<file path="src/rtl/otter_pipe_pkg.sv">
// Shared types for the OTTER inter-stage handshake register.
// Payload bundles are packed so a stage register can carry them as one vector.
package otter_pipe_pkg;

    localparam int EM_W = 108;

    typedef enum logic [1:0] {
        PS_EMPTY,
        PS_ONE,
        PS_TWO
    } pipe_st_t;

    typedef struct packed {
        logic [31:0] pc;
        logic [31:0] alu;
        logic [31:0] rs2;
        logic [4:0]  rd;
        logic [1:0]  wb_sel;
        logic        mem_we;
        logic        mem_re;
        logic [1:0]  size;
        logic        sign;
    } em_bus_t;

    typedef struct packed {
        logic [31:0] pc;
        logic [31:0] alu;
        logic [31:0] mem;
        logic [4:0]  rd;
        logic [1:0]  wb_sel;
        logic        reg_we;
    } mw_bus_t;

    localparam int MW_W = $bits(mw_bus_t);

endpackage

</file>
<file path="src/rtl/pipe_slot.sv">
// One payload register with a valid bit: kill beats load beats drop.
// CLR selects whether a kill also zeroes the payload.
module pipe_slot #(
    parameter int DATA_W = 108,
    parameter bit CLR    = 1'b1
) (
    input  logic              clk,
    input  logic              rst,
    input  logic              ld,
    input  logic              drop,
    input  logic              kill,
    input  logic [DATA_W-1:0] d,
    output logic              vld,
    output logic [DATA_W-1:0] q
);

    logic              vld_d, vld_q;
    logic [DATA_W-1:0] data_d, data_q;

    always_comb begin
        vld_d  = vld_q;
        data_d = data_q;
        if (kill) begin
            vld_d = 1'b0;
            if (CLR) data_d = '0;
        end else if (ld) begin
            vld_d  = 1'b1;
            data_d = d;
        end else if (drop) begin
            vld_d = 1'b0;
        end
    end

    always_ff @(posedge clk or posedge rst) begin
        if (rst) begin
            vld_q  <= 1'b0;
            data_q <= '0;
        end else begin
            vld_q  <= vld_d;
            data_q <= data_d;
        end
    end

    assign vld = vld_q;
    assign q   = data_q;

endmodule

</file>
<file path="src/rtl/pipe_stage_hs.sv">
// Inter-stage register with valid/ready handshake, stall, flush,
// optional 2-entry skid buffer and saturating stall/bubble counters.
module pipe_stage_hs
    import otter_pipe_pkg::*;
#(
    parameter int DATA_W    = $bits(em_bus_t),
    parameter int SKID      = 1,
    parameter bit CLR_ON_FL = 1'b1,
    parameter int CNT_W     = 16
) (
    input  logic              CLK,
    input  logic              RST,
    input  logic              FLUSH,
    input  logic              STALL,
    input  logic              VALID_IN,
    output logic              READY_OUT,
    input  logic [DATA_W-1:0] DATA_IN,
    output logic              VALID_OUT,
    input  logic              READY_IN,
    output logic [DATA_W-1:0] DATA_OUT,
    output logic [CNT_W-1:0]  STALL_CNT,
    output logic [CNT_W-1:0]  BUBBLE_CNT
);

    logic              rdy_eff, xin, xout;
    logic              main_vld, main_ld, main_drop;
    logic [DATA_W-1:0] main_q, main_din;
    logic              skid_vld, skid_ld, skid_drop;
    logic [DATA_W-1:0] skid_q;
    pipe_st_t          st;

    assign rdy_eff = READY_IN & ~STALL;
    assign xin     = VALID_IN & READY_OUT;
    assign xout    = VALID_OUT & rdy_eff;

    assign st = skid_vld ? PS_TWO : (main_vld ? PS_ONE : PS_EMPTY);

    always_comb begin
        main_ld   = 1'b0;
        main_drop = 1'b0;
        main_din  = DATA_IN;
        skid_ld   = 1'b0;
        skid_drop = 1'b0;
        if (!FLUSH) begin
            unique case (st)
                PS_EMPTY: main_ld = xin;
                PS_ONE: begin
                    if (xin && !xout && (SKID != 0)) skid_ld = 1'b1;
                    else if (xin)                    main_ld = 1'b1;
                    else if (xout)                   main_drop = 1'b1;
                end
                PS_TWO: begin
                    if (xout) begin
                        main_ld   = 1'b1;
                        main_din  = skid_q;
                        skid_drop = 1'b1;
                    end
                end
                default: ;
            endcase
        end
    end

    pipe_slot #(.DATA_W(DATA_W), .CLR(CLR_ON_FL)) u_main (
        .clk  (CLK),
        .rst  (RST),
        .ld   (main_ld),
        .drop (main_drop),
        .kill (FLUSH),
        .d    (main_din),
        .vld  (main_vld),
        .q    (main_q)
    );

    generate
        if (SKID != 0) begin : g_skid
            logic rdy_d, rdy_q;

            pipe_slot #(.DATA_W(DATA_W), .CLR(CLR_ON_FL)) u_skid (
                .clk  (CLK),
                .rst  (RST),
                .ld   (skid_ld),
                .drop (skid_drop),
                .kill (FLUSH),
                .d    (DATA_IN),
                .vld  (skid_vld),
                .q    (skid_q)
            );

            // Ready comes from a flop so upstream never sees READY_IN/STALL.
            assign rdy_d = FLUSH | ~(skid_ld | (skid_vld & ~skid_drop));

            always_ff @(posedge CLK or posedge RST) begin
                if (RST) rdy_q <= 1'b1;
                else     rdy_q <= rdy_d;
            end

            assign READY_OUT = rdy_q;
        end else begin : g_noskid
            logic unused_skid;
            assign unused_skid = skid_ld | skid_drop;
            assign skid_vld    = 1'b0;
            assign skid_q      = '0;
            assign READY_OUT   = ~main_vld | rdy_eff;
        end
    endgenerate

    assign VALID_OUT = main_vld;
    assign DATA_OUT  = main_q;

    logic [CNT_W-1:0] stall_cnt_d, stall_cnt_q;
    logic [CNT_W-1:0] bubble_cnt_d, bubble_cnt_q;

    always_comb begin
        stall_cnt_d  = stall_cnt_q;
        bubble_cnt_d = bubble_cnt_q;
        if (VALID_OUT && !rdy_eff && (stall_cnt_q != '1))
            stall_cnt_d = stall_cnt_q + CNT_W'(1);
        if (!VALID_OUT && rdy_eff && (bubble_cnt_q != '1))
            bubble_cnt_d = bubble_cnt_q + CNT_W'(1);
    end

    always_ff @(posedge CLK or posedge RST) begin
        if (RST) begin
            stall_cnt_q  <= '0;
            bubble_cnt_q <= '0;
        end else begin
            stall_cnt_q  <= stall_cnt_d;
            bubble_cnt_q <= bubble_cnt_d;
        end
    end

    assign STALL_CNT  = stall_cnt_q;
    assign BUBBLE_CNT = bubble_cnt_q;

endmodule

</file>
<file path="config.mk">
export PLATFORM = sky130hd
export DESIGN_NAME = pipe_stage_hs
export DESIGN_NICKNAME = d
export VERILOG_FILES = /design/src/rtl/otter_pipe_pkg.sv /design/src/rtl/pipe_slot.sv /design/src/rtl/pipe_stage_hs.sv
export SDC_FILE = /design/constraint.sdc
export NUM_CORES = 1
export LEC_CHECK = 0
export CAP_MARGIN = 20
export CORE_MARGIN = 2
export CORE_UTILIZATION = 55
export DETAILED_ROUTE_END_ITERATION = 8
export DONT_BUFFER_PORTS = 1
export PLACE_DENSITY = 0.73
export SLEW_MARGIN = 30
export SYNTH_ARGS = -nofsm -noshare
export SYNTH_HDL_FRONTEND = slang
export SYNTH_SLANG_ARGS = --single-unit
</file>
<file path="constraint.sdc">
create_clock -name CLK -period 8.9 [get_ports CLK]
set_clock_uncertainty 0.15 [all_clocks]
set_input_delay 1.78 -clock CLK [delete_from_list [all_inputs] [get_ports CLK]]
set_output_delay 1.78 -clock CLK [all_outputs]
set_load 0.1 [all_outputs]
</file>
==> impl.org, run 1 <==
** Yosys
- Post-synthesis sequential area ratio :: 56.73%
- For this run, asynchronously set or reset flops after synthesis account for 100.0%.
- Yosys warns :: 0
- Sorting the synthesized cells by area gives the leading types as dfrtp_1, mux2_2, a22o_1.
- Post-Synthesis Cells :: roughly 1000
- A synthesized cell averages about 11 sq um.
- Biggest area consumer among synthesized cells :: dfrtp_1
- The synthesized netlist occupies a cell area of 11070 sq um.
- Synthesis produced a netlist with a net count of about 1100.
- The number of different library cells used by synthesis comes to 43.
- In the synthesized netlist the dominant register cell turns out to be dfrtp_1.
- Fraction of synthesized cell area taken by the top area cell type :: 56.49%
- Synthesis inferred around 250 register bits.
- Post-synth EDFFs :: 0

** Floorplanning
- From left edge to right edge, the die measures 145.9 um.
- Count of boundary I/O pins :: 256
- Core area :: between 15000 and 20000 sq um
- From bottom edge to top edge, the die measures roughly 150 um.
- Site Rows :: 51
- Die area :: 21290 sq um
- The initial utilization of the core area, before any placement, comes to 56.53%.

** Clock network
- Once the clock tree was built, the setup fixing pass inserted 0 buffers.
- Deepest clock path buffer count :: 3
- The number of hold buffers added after CTS was 0.
- PostCTS Resize Cnt :: 0
- Clock latency on the worst-skew pair :: 0.53 ns
- CTS sink count :: between 200 and 300
- Clock tree from TritonCTS :: done
- The cell sitting at the root of the clock tree is a clkbuf_16.
- The number of clock buffers added by TritonCTS is 27.
- After clock tree synthesis, the clock-pin slew on the worst setup and hold paths is around 0.06 ns.
- H-tree depth :: 1

** Final layout
- End-of-flow core utilization :: around three fifths
- Layout Area Growth over Synthesis :: 9.343%
- Leaving out filler cells and counting taps, the final layout contains about 1300.
- Final-stage net count :: approximately 1100
- Cells with a size suffix above 1 make up between 10% and 20% of the layout.

** Power
- Peak supply drop :: 0.1921 mV
- Dividing total power by cell area gives a power density of 272.1 nW/um^2.
- The internal portion of the total power is slightly above 2000 uW.
- Proportion of power drawn by flip-flops and latches :: 57.9%
- Clk network pwr share :: 34.5%
- For this design the total switching power over the nets is approximately 1300 uW.
- Static leakage :: roughly 0.0055 uW
- Part of the total power dissipated in combinational logic :: 7.6%
- Net switching is between 30% and 40% of the power.

** STA
- Unrepaired setup endpoints after global routing :: false
- Final slew viol count :: 0
- Measured slew at the worst slew-check pin :: ~1.0 ns
- Measured against its own limit, the worst slew margin works out to between 30% and 40%.
- Min Tclk post-route :: 3.600 ns
- Setup slack closes at ~5.3 ns.
- Final TNS setup :: 0 ns
- Setup violations remaining at the end of the flow were counted as 0.
- The final count of hold timing violations came to 0.
- Period utilisation layout :: 40.45%
- FMAX :: 277.7 MHz

** Global routing
- Largest net degree at the start of global routing :: ~110
- Global-route usage over all layers :: between 20% and 30%
- Antenna violations before repair :: 1
- Global route total overflow :: 0
- The first global-routing pass estimated ~41000 um of wire.
- Number of global-route vias before repair :: approximately 7400

** Flow run
- The tool flagged a number of max-cap violations equal to 0.

** Route
- Dividing the detail-routed via count by the number of cells gives ~6.0.
- In this run the remaining antenna-violating nets after routing total 0.
- Dividing the detail-routed wire length by the instance count gives 20.49 um.
- Summed over all layers, the routed wires come to ~26000 um.
- Total via count in the routed design :: 7505
- Length of the first detailed-routing pass in iterations :: 4
- In the routed design, unresolved DRC markers number 0.
- For this block, the initial DRC count from the detailed router was 358.

** Setup path
- Critical path endpoint category :: flip-flop
- Of all nets on the critical path, the largest fanout is just under 70.
- Required time of the worst setup path :: 9.22 ns
- Data arrival time of the worst path :: 3.92 ns
- Critical Setup Path Class :: in -> reg
- The worst setup path is launched from a primary input.

** Placed design
- Post-DP HPWL :: around 15000 um
- Once placement completed, the tool counted placed cells totaling 1204.
- Worst slack at placement :: 4.675 ns
- I/O Buffers :: 0
- At the end of routability-driven placement, the weighted congestion stood at between 0.8 and 0.9.

** Run status
- The flow ran to the end, and the final reports show no timing, DRC or antenna violations.

** Worst hold path
- The tightest min-delay check is of the reg -> reg type.
Yosys cell counts (all sizes together), types with 2 or more instances:
library cell and count:
a22o 108, buf 30, nor3b 2, nand4 8, inv 5, o31ai 3, nand2b 3, a21oi 118
xor2 17, ha 2, nand3 15, clkbuf 44, xnor2 4, nor3 8, dfrtp 250, nor4 12
a211oi 4, a31oi 3, nand2 227, or3 2, nor2 6, mux2 115, and3 6
final timing paths:
| check | slack, ns | start | cells past startpoint | endpoint |
|---|---|---|---|---|
| max in group asynchronous | 6.44 | RST | 2 | u_main.q[31]$_DFFE_PP0P_ |
| worst min register to register | 0.35 | g_skid.u_skid.vld$_DFFE_PP0P_ | 1 | READY_OUT$_DFF_PP1_ |
| worst max register to register | 5.82 | READY_OUT$_DFF_PP1_ | 5 | g_skid.u_skid.q[27]$_DFFE_PP0P_ |
| min in group asynchronous | 1.04 | RST | 1 | g_skid.u_skid.q[58]$_DFFE_PP0P_ |
| worst min-delay path | 0.35 | g_skid.u_skid.vld$_DFFE_PP0P_ | 1 | READY_OUT$_DFF_PP1_ |
| worst max-delay path | 5.30 | STALL | 5 | u_main.q[27]$_DFFE_PP0P_ |
worst max-delay path, stage by stage:
cell      delay, ns
nand2b_1       0.33
o21ba_4        0.61
buf_4          0.75
a22o_1         0.24
mux2_2         0.14
stage by stage:
stage               cell area [sq um]  power (uW)  hold slack (ns)
floorplan                       11070        2112           0.2943
detailed placement              11190        2182           0.3447
global placement                11190        2170           0.3312
finish                          12110        3295           0.3506
global route                    12110        3407           0.3792
CTS                             12090        3318           0.3515
power by group through the flow:
stage | Combinational [uW] | Clock, uW | Sequential (uW)
finish | 249 | 1140 | 1910
global route | 279 | 1200 | 1920
CTS | 253 | 1160 | 1910
detailed placement | 251 | 0 | 1930
global placement | 244 | 0 | 1930
floorplan | 215 | 0 | 1900
layer usage:
layer / wire (um) / global-route usage [%] / up-vias / part of all wire (%)
met5: 0 / 0 / - / 0
met4: 639 / 6.225 / 0 / 2.5
met3: 2810 / 9.279 / 47 / 11
met2: 12260 / 36.72 / 252 / 48
met1: 9959 / 30.79 / 3729 / 39
li1: - / - / 3477 / -
logic make-up (layout without fill, tap and decap cells):
kind of cell / Yosys count / after routing / share of synthesized area (%)
XOR/XNOR: 21 / 21 / 1.661
flip-flops: 251 / 251 / 56.73
AO/OA/AOI/OAI: 240 / 240 / 14.85
other: 0 / 1 / 0
multiplexers: 115 / 115 / 11.69
AND/OR/NAND/NOR: 295 / 295 / 11.64
buffers and inverters: 79 / 63 / 3.209
adder cells (fa/ha/maj): 2 / 2 / 0.2259
sequential cells by signal, summed over array words and instances, names as in the netlist:
signal	count
g_skid.u_skid.vld	1
g_skid.u_skid.q	108
STALL_CNT	16
READY_OUT	1
BUBBLE_CNT	16
u_main.vld	1
u_main.q	108
layout by cell type, fill, tap and decap left out, types with 4 or more instances in the layout:
cell type  instances
dfrtp_2            7
nand2_1          227
clkinv_2           5
clkbuf_16         27
xor2_1            17
dfrtp_1          243
a22o_1           108
a21oi_1          117
mux2_2           114
nand4_1            8
clkbuf_1           6
inv_1              4
a211oi_1           4
clkbuf_8           5
nor4_1             9
buf_4              7
nor3_1             7
xnor2_1            4
and3_1             5
nor2_1             6
nand3_1           14
layout make-up:
class / instances / area (sq um)
Multi-Input combinational cell: 673 / 4473
Timing Repair Buffer: 10 / 86.33
Inverter: 5 / 26.28
Sequential cell: 251 / 6291
Fill cell: 1560 / 7481
Clock buffer: 38 / 767.0
Tap cell: 265 / 331.6
Antenna cell: 1 / 2.502
Clock inverter: 10 / 131.4
No activity file was read; power rests on OpenSTA's default activity.
==> run 2, diff against run 1 <==
==> constraint.sdc (replaced) <==
create_clock -name CLK -period 3 [get_ports CLK]
set_clock_uncertainty 0.15 [all_clocks]
set_input_delay 0.6 -clock CLK [delete_from_list [all_inputs] [get_ports CLK]]
set_output_delay 0.6 -clock CLK [all_outputs]
set_load 0.1 [all_outputs]
==> run 2 against run 1 <==
Compared with the run above:
- die area did not move
- register-to-register slack got worse by 5.1 ns
- via count rose by 3.3%
- first-iteration DRC count fell by 12%
- sequential power rose to 2.6 times the previous value
- count of clock-buffer cells in the layout rose by 2
- final cell count rose by 3.5%
- global-route usage rose by 0.80 points
- non-clock buffer count rose by 43
- largest power group unchanged
==> impl.org, run 2 (synthesized netlist as in run 1, its figures left out) <==
** STA
- Unrepaired setup endpoints after global routing :: false
- Min Tclk post-route :: 2.306 ns
- After layout, the worst setup slack is 0.6937 ns.
- Final slew viol count :: 0
- Setup violations remaining at the end of the flow were counted as 0.
- For the pin with the worst max-slew slack, the measured transition is 1.008 ns.
- The final count of hold timing violations came to 0.
- The final critical path takes up just under 80% of the cycle.
- Relative slew margins :: 32.78%
- FMAX :: 433.6 MHz

** Route
- Residual DRC :: 0
- Length of the first detailed-routing pass in iterations :: 4
- Number of DRC markers in iteration 0 :: around 320
- The routed layout has 7756 vias.
- Once detail routing completed, the nets flagged for antenna violations numbered 0.
- After detailed routing, the average wire length per cell comes to around 20 um.
- Total routed wirelength :: 26140 um
- Average via count per standard cell :: around 6

** Floorplanning
- Horizontal extent of the die :: around 150 um
- Die area :: roughly 21000 sq um
- For this configuration, the core starts out at a cell density of a little under three fifths.
- Core area :: 19590 sq um
- Vertical extent of the die :: 145.9 um
- between 200 and 300 I/O pins were placed.
- Site Rows :: just over 50

** Clock network
- TritonCTS built the clock tree.
- Clock tree synthesis inserted a total of 27 buffers.
- Buffers inserted during post-CTS setup optimization :: 0
- H-tree depth :: 1
- The longest clock path from root to sink contains 3 buffers.
- Clock transition at the register clock pins on the worst setup and hold paths after CTS :: about 0.06 ns
- Root Driver :: clkbuf_16
- CTS sink count :: approximately 250
- Clock latency on the worst-skew pair :: between 0.5 and 0.6 ns

** Setup path
- Largest fanout on the critical path :: 2
- Startpoint kind of the worst setup timing path :: flip-flop
- The critical path is of the reg -> out type.
- Data on the critical path arrives at its endpoint at 1.56 ns.
- Critical path endpoint category :: output pin
- Data on the critical path is required at its endpoint by 2.25 ns.

** Global routing
- Global routing used 24.28% of the available tracks.
- Global-route wire length before repair :: between 40000 and 50000 um
- Number of global-route vias before repair :: 7937
- Global routing finished with a remaining overflow of 0.
- Entering global routing, the biggest net connects roughly 110 pins.
- The number of antenna violations at the first check in global routing is 1.

** Worst hold path
- Tightest Hold Check Type :: in -> reg

** Placed design
- Worst slack at placement :: 0.5857 ns
- Port buffering added 0 buffers.
- At the end of routability-driven placement, the weighted congestion stood at around 0.80.
- Once placement completed, the tool counted placed cells totaling ~1200.
- Post-DP HPWL :: approximately 16000 um
- Placed Area :: between 10000 and 15000 sq um

** Power
- Sw frac :: approximately two fifths
- Sequential cells burn approximately 50% of the power.
- Total power per unit cell area :: just under 800 nW/um^2
- The clock network is responsible for 34.2% of the overall power.
- In this run the static leakage power is 0.005760 uW.
- Peak supply drop :: 0.4743 mV
- Internal Dissipation :: between 6000 and 7000 uW
- Combinational logic is responsible for approximately 16% of the overall power.
- For this design the total switching power over the nets is 3833 uW.

** Final layout
- Once layout is done, the placed cells without fillers occupy around 13000 sq um.
- Most common cell after layout, fill and taps aside :: dfrtp_1
- Sequential cell area :: ~6300 sq um
- Counting the fill cells in the layout gives between 1500 and 2000.
- For this run, the number of standard cells in the final layout without fillers is between 1000 and 1500.
- Layout Area Growth over Synthesis :: 13.75%
- Once layout is complete, the utilization of the core stands at around 64%.
- Final-stage net count :: ~1100
- Share of post-route cells with drive strength above 1 :: a little over a fifth
- The multi-input combinational cells in the finished layout cover a total of between 4000 and 5000 sq um.
- In the layout the commonest cells are dfrtp_1, nand2_1, a21oi_1.

** Flow run
- Maximum Capacitance Violations :: 0

** Run status
- The run finished with clean final reports.
## run 2: layout make-up
class                           count  share of cell area [%]
Antenna cell                        1                 0.01986
Clock buffer                       40                   6.545
Clock inverter                      9                  0.8939
Inverter                            5                  0.1788
Multi-Input combinational cell    673                   35.51
Sequential cell                   251                   49.87
Tap cell                          265                   2.632
Timing Repair Buffer               53                   4.350
## run 2: per-stage QoR
stage | hold slack (ns) | TNS, ns | power [uW]
3_5_place_dp | 0.3421 | 0 | 6638
4_1_cts | 0.01589 | 0 | 10110
3_3_place_gp | 0.3229 | 0 | 6597
2_1_floorplan | 0.2943 | -262.90 | 6268
5_1_grt | 0.01359 | 0 | 10360
6_report | 0.03075 | 0 | 10020
## run 2: path summary, 6_finish.rpt
check,start,depth (start not counted),slack [ns],end
hold / removal,DATA_IN[4],2,0.03,g_skid.u_skid.q[4]$_DFFE_PP0P_
min in group asynchronous,RST,2,0.43,BUBBLE_CNT[10]$_DFFE_PP0P_
hold reg to reg,g_skid.u_skid.vld$_DFFE_PP0P_,1,0.34,READY_OUT$_DFF_PP1_
setup reg to reg,u_main.vld$_DFFE_PP0P_,5,0.77,u_main.q[75]$_DFFE_PP0P_
setup / recovery,u_main.q[73]$_DFFE_PP0P_,0,0.69,DATA_OUT[73]
max in group asynchronous,RST,3,1.42,g_skid.u_skid.q[5]$_DFFE_PP0P_
## run 2: repair_timing
action,CTS,global route
hold endpoints to repair,122,0
gates resized for setup,0,0
hold buffers,3,0
## run 2: per-layer routing
| metal | wire [um] | GRT usage, % |
|---|---|---|
| met2 | 12420 | 38.56 |
| met1 | 10360 | 31.42 |
| met5 | 0 | 0 |
| met4 | 824 | 7.990 |
| met3 | 2533 | 8.401 |
## run 2: power groups by stage
stage	registers, uW	clock network (uW)	logic, uW
final	5010	3430	1580
after global routing	5040	3630	1690
after CTS	5010	3490	1600
after detailed placement	5070	0	1560
after global placement	5060	0	1540
after floorplan	5630	0	637
==> run 3, diff against run 2 <==
--- a/config.mk
+++ b/config.mk
@@ -5,12 +5,13 @@
 export SDC_FILE = /design/constraint.sdc
 export NUM_CORES = 1
 export LEC_CHECK = 0
+export ABC_AREA = 1
 export CAP_MARGIN = 20
 export CORE_MARGIN = 2
 export CORE_UTILIZATION = 55
 export DETAILED_ROUTE_END_ITERATION = 8
 export DONT_BUFFER_PORTS = 1
-export PLACE_DENSITY = 0.73
+export PLACE_DENSITY = 0.7
 export SLEW_MARGIN = 30
 export SYNTH_ARGS = -nofsm -noshare
 export SYNTH_HDL_FRONTEND = slang
==> constraint.sdc (replaced) <==
create_clock -name CLK -period 2.4 [get_ports CLK]
set_clock_uncertainty 0.15 [all_clocks]
set_input_delay 0.48 -clock CLK [delete_from_list [all_inputs] [get_ports CLK]]
set_output_delay 0.48 -clock CLK [all_outputs]
set_load 0.1 [all_outputs]
==> run 3 against run 2 <==
Compared with the run above:
- final cell count grew 54%
- via count grew 39%
- register-to-register slack lost 0.55 ns
- critical path type is now reg -> reg
- flip-flop and latch count is the same
- global-route usage grew 4.6 points
- sequential share of layout area shrank 7.9 points
- sequential power shrank 5.4%
- first-iteration DRC count grew to 2.6 times the previous value
- clock power grew 31%
- combinational power grew 120%
- synthesized area grew 4.8%
==> impl.org, run 3 <==
** Run status
- The run finished with clean final reports.

** Clock network
- CTS built an H-tree with a depth of 1.
- The longest clock path from root to sink contains 3 buffers.
- PostCTS Resize Cnt :: 0
- CTS sink count :: between 200 and 300
- TritonCTS built the clock tree.
- CTS buffer count :: 27
- Clock transition at the register clock pins on the worst setup and hold paths after CTS :: 0.06 ns
- Root Driver :: clkbuf_16
- Clock latency on the worst-skew pair :: about 0.53 ns

** Final layout
- Leading cell types in the layout, fill and taps excluded :: nand2_1, dfrtp_1, o21ai_0
- The library cell used most frequently in the layout, excluding fill and tap cells, is nand2_1.
- Cells fill a little under three quarters of the core in the end.
- Relative to the synthesized area, the layout overhead comes to 28.90%.
- Share of post-route cells with drive strength above 1 :: approximately 13%
- After the last flow step, the layout net total stands at 1813.

** Route
- In the routed layout, each cell is associated on average with a via count of about 5.4.
- Total via count in the routed design :: between 10000 and 15000
- Antenna viol nets, final :: 0
- Length of the first detailed-routing pass in iterations :: 6
- For this run, design rule violations remaining after detail routing come to 0.
- Summed over all layers, the routed wires come to around 33000 um.
- After the first detailed-routing iteration, the DRC count stood at 836.
- In the final routed layout, each cell accounts on average for 16.46 um.

** Yosys
- Summed over its instances, the top area cell type makes up 53.90% of the synthesized netlist area.
- Yosys mapped the design onto 24 distinct sky130hd cell types.
- Counting flops with a built-in enable in the synthesized netlist gives 0.
- The most used flip-flop cell after synthesis is dfrtp_1.
- For this run, asynchronously set or reset flops after synthesis account for between 90% and 100%.
- Dominant cells by area after synthesis :: dfrtp_1, nand2_1, o21ai_0
- In the post-synthesis netlist, the cell with the most instances is nand2_1.
- Net count after synthesis :: roughly 1600
- The largest total area in the synthesized netlist belongs to dfrtp_1.
- Total of flip-flops plus latches after synthesis :: between 200 and 300
- After technology mapping, the gate count stands at roughly 1500.
- Post-synthesis sequential area ratio :: between 50% and 60%
- The commonest cells after synthesis are nand2_1, dfrtp_1, o21ai_0.
- For this run, the number of Yosys warnings is 0.
- The mapped netlist covers about 12000 sq um.
- Synthesized area per cell :: 7.827 sq um

** Floorplanning
- Die area :: approximately 22000 sq um
- The floorplan step defined a core boundary enclosing 20890 sq um.
- Measured along the x axis, the die boundary spans around 150 um.
- Starting density of the core :: 55.57%
- Vertical extent of the die :: around 150 um
- Site Rows :: between 50 and 60
- Count of boundary I/O pins :: 256

** STA
- Measured slew at the worst slew-check pin :: 0.8496 ns
- Setup-failing EPs final :: 0
- Setup repair after global routing left no endpoint under its margin.
- Of the available clock period, the critical path in the final layout requires 90.83%.
- FMAX :: between 400 and 500 MHz
- Headroom to the max-slew limit came out at about 43%.
- The smallest clock period supported by the final layout is computed as 2.180 ns.
- Final Hold Violating Endpoints :: 0
- The final number of max-transition violations was 0.

** Setup path
- The worst setup path is launched from a flip-flop.
- Worst reg-to-reg path cell count :: 5
- Slowest stage cell on the critical path :: dfstp_2
- The critical path ends at g_skid.u_skid.q[101]$_DFFE_PP0P_.
- Terminus of the critical flop-to-flop path :: g_skid.u_skid.q[101]$_DFFE_PP0P_
- Required time of the worst setup path :: 2.68 ns
- The startpoint identified for the worst register-to-register timing path is READY_OUT$_DFF_PP1_.
- In this design, the stage delay of the slowest critical-path cell is about 0.52 ns.
- In this run the worst path has a maximum fanout of 43.
- Data arrival time of the worst path :: between 2 and 2.5 ns
- CP Cell Sequence :: nand2_1 -> nor2_1 -> nand3_4 -> buf_12 -> o21ai_0
- Critical path endpoint category :: flip-flop
- Critical Setup Path Class :: reg -> reg
- Across all register-to-register paths, the minimum setup slack is roughly 0.22 ns.
- Worst setup path start :: READY_OUT$_DFF_PP1_

** Placed design
- The congestion estimate from routability-driven global placement came to ~0.87.
- The count of buffers added on input and output ports is 0.
- Post-DP HPWL :: ~19000 um

** Global routing
- Antenna violations before repair :: 1
- Entering global routing, the biggest net connects 76 pins.
- Global routing used ~29% of the available tracks.
- Global route total overflow :: 0
- The number of global-route vias before repair was ~10000.
- The first global-routing pass estimated 52360 um of wire.

** Flow run
- Across the run, the number of max-cap violations was 0.

** Power
- The analysis attributes to cell leakage a power of approximately 0.0077 uW.
- Power spread over the standard cell area amounts to 850.1 nW/um^2.
- Total power for the finished layout comes to about 13000 uW.
- Peak supply drop :: roughly 0.94 mV

** Worst hold path
- Tightest Hold Check Type :: in -> reg
==> run 3: changes by cell type after synthesis, moves of 7 or more <==
cell	before	now
nand2_1	227	596
buf_4	2	9
nor4_1	9	0
nor2_1	6	33
o21ai_0	0	218
a22o_1	108	0
a21oi_1	117	1
xor2_1	17	6
inv_1	5	129
mux2_2	114	0
nor3_1	7	0
nand3_1	15	121
inv_2	0	7
==> run 3: per-layer routing <==
metal  up-vias  part of all wire (%)  global-route usage, %
li1       5083                     -                      -
met1      5131                    41                  38.46
met2       468                    48                  47.07
met3        71                   8.5                  6.789
met4         0                   2.6                  9.190
met5         -                     0                      0
==> run 3: final cells by class <==
class	count	area (sq um)
Antenna cell	2	5.005
Inverter	136	516.7
Clock inverter	8	165.2
Timing Repair Buffer	268	2407
Clock buffer	40	794.5
Tap cell	275	344.1
Sequential cell	251	6282
Multi-Input combinational cell	1013	4447
Fill cell	1628	5927
==> run 3: kinds of logic after synthesis <==
| kind of cell | Yosys count | share of synthesized area (%) |
|---|---|---|
| AO/OA/AOI/OAI | 227 | 9.982 |
| XOR/XNOR | 14 | 1.056 |
| adder cells (fa/ha/maj) | 2 | 0.2156 |
| buffers and inverters | 219 | 7.793 |
| flip-flops | 251 | 54.12 |
| AND/OR/NAND/NOR | 770 | 26.83 |
==> run 3: worst min-delay path by stage <==
stage	depth (start not counted)	to	from
final	2	g_skid.u_skid.q[25]$_DFFE_PP0P_	DATA_IN[25]
after detailed placement	2	u_main.q[1]$_DFFE_PP0P_	u_main.q[1]$_DFFE_PP0P_
after global routing	2	g_skid.u_skid.q[75]$_DFFE_PP0P_	DATA_IN[75]
after global placement	2	u_main.q[1]$_DFFE_PP0P_	u_main.q[1]$_DFFE_PP0P_
after floorplan	2	g_skid.u_skid.q[100]$_DFFE_PP0P_	g_skid.u_skid.q[100]$_DFFE_PP0P_
after CTS	2	g_skid.u_skid.q[13]$_DFFE_PP0P_	DATA_IN[13]
==> run 3: power by group <==
part | switching (uW) | internal [uW]
clock network | 1700 | 2810
registers | 186 | 4550
logic | 2770 | 705
total | 4650 | 8070
==> run 3: timing repair <==
action | in CTS | in global routing
hold endpoints to repair | 352 | 0
hold buffers | 103 | 0
buffers inserted | 0 | 0
==> run 3: per-stage QoR <==
| stage | cells | setup TNS [ns] | instance area [sq um] | setup WS (ns) | hold slack (ns) |
|---|---|---|---|---|---|
| after global routing | 1992 | 0 | 14960 | 0.1268 | 0.01199 |
| after detailed placement | 1840 | 0 | 12970 | 0.2867 | 0.3163 |
| after CTS | 1991 | 0 | 14960 | 0.2535 | 0.001040 |
| after floorplan | 1483 | -384.37 | 11610 | -1.531 | 0.3282 |
| after global placement | 1840 | 0 | 12970 | 0.3581 | 0.3137 |
| final | 1993 | 0 | 14960 | 0.2202 | 0.001397 |
==> run 3: critical path: cells and delay by family (launching register included) <==
kind | cells | cell delay (ns)
compound gates | 1 | 0.23
buf+inv | 1 | 0.34
flops | 1 | 0.52
simple gates | 3 | 0.80
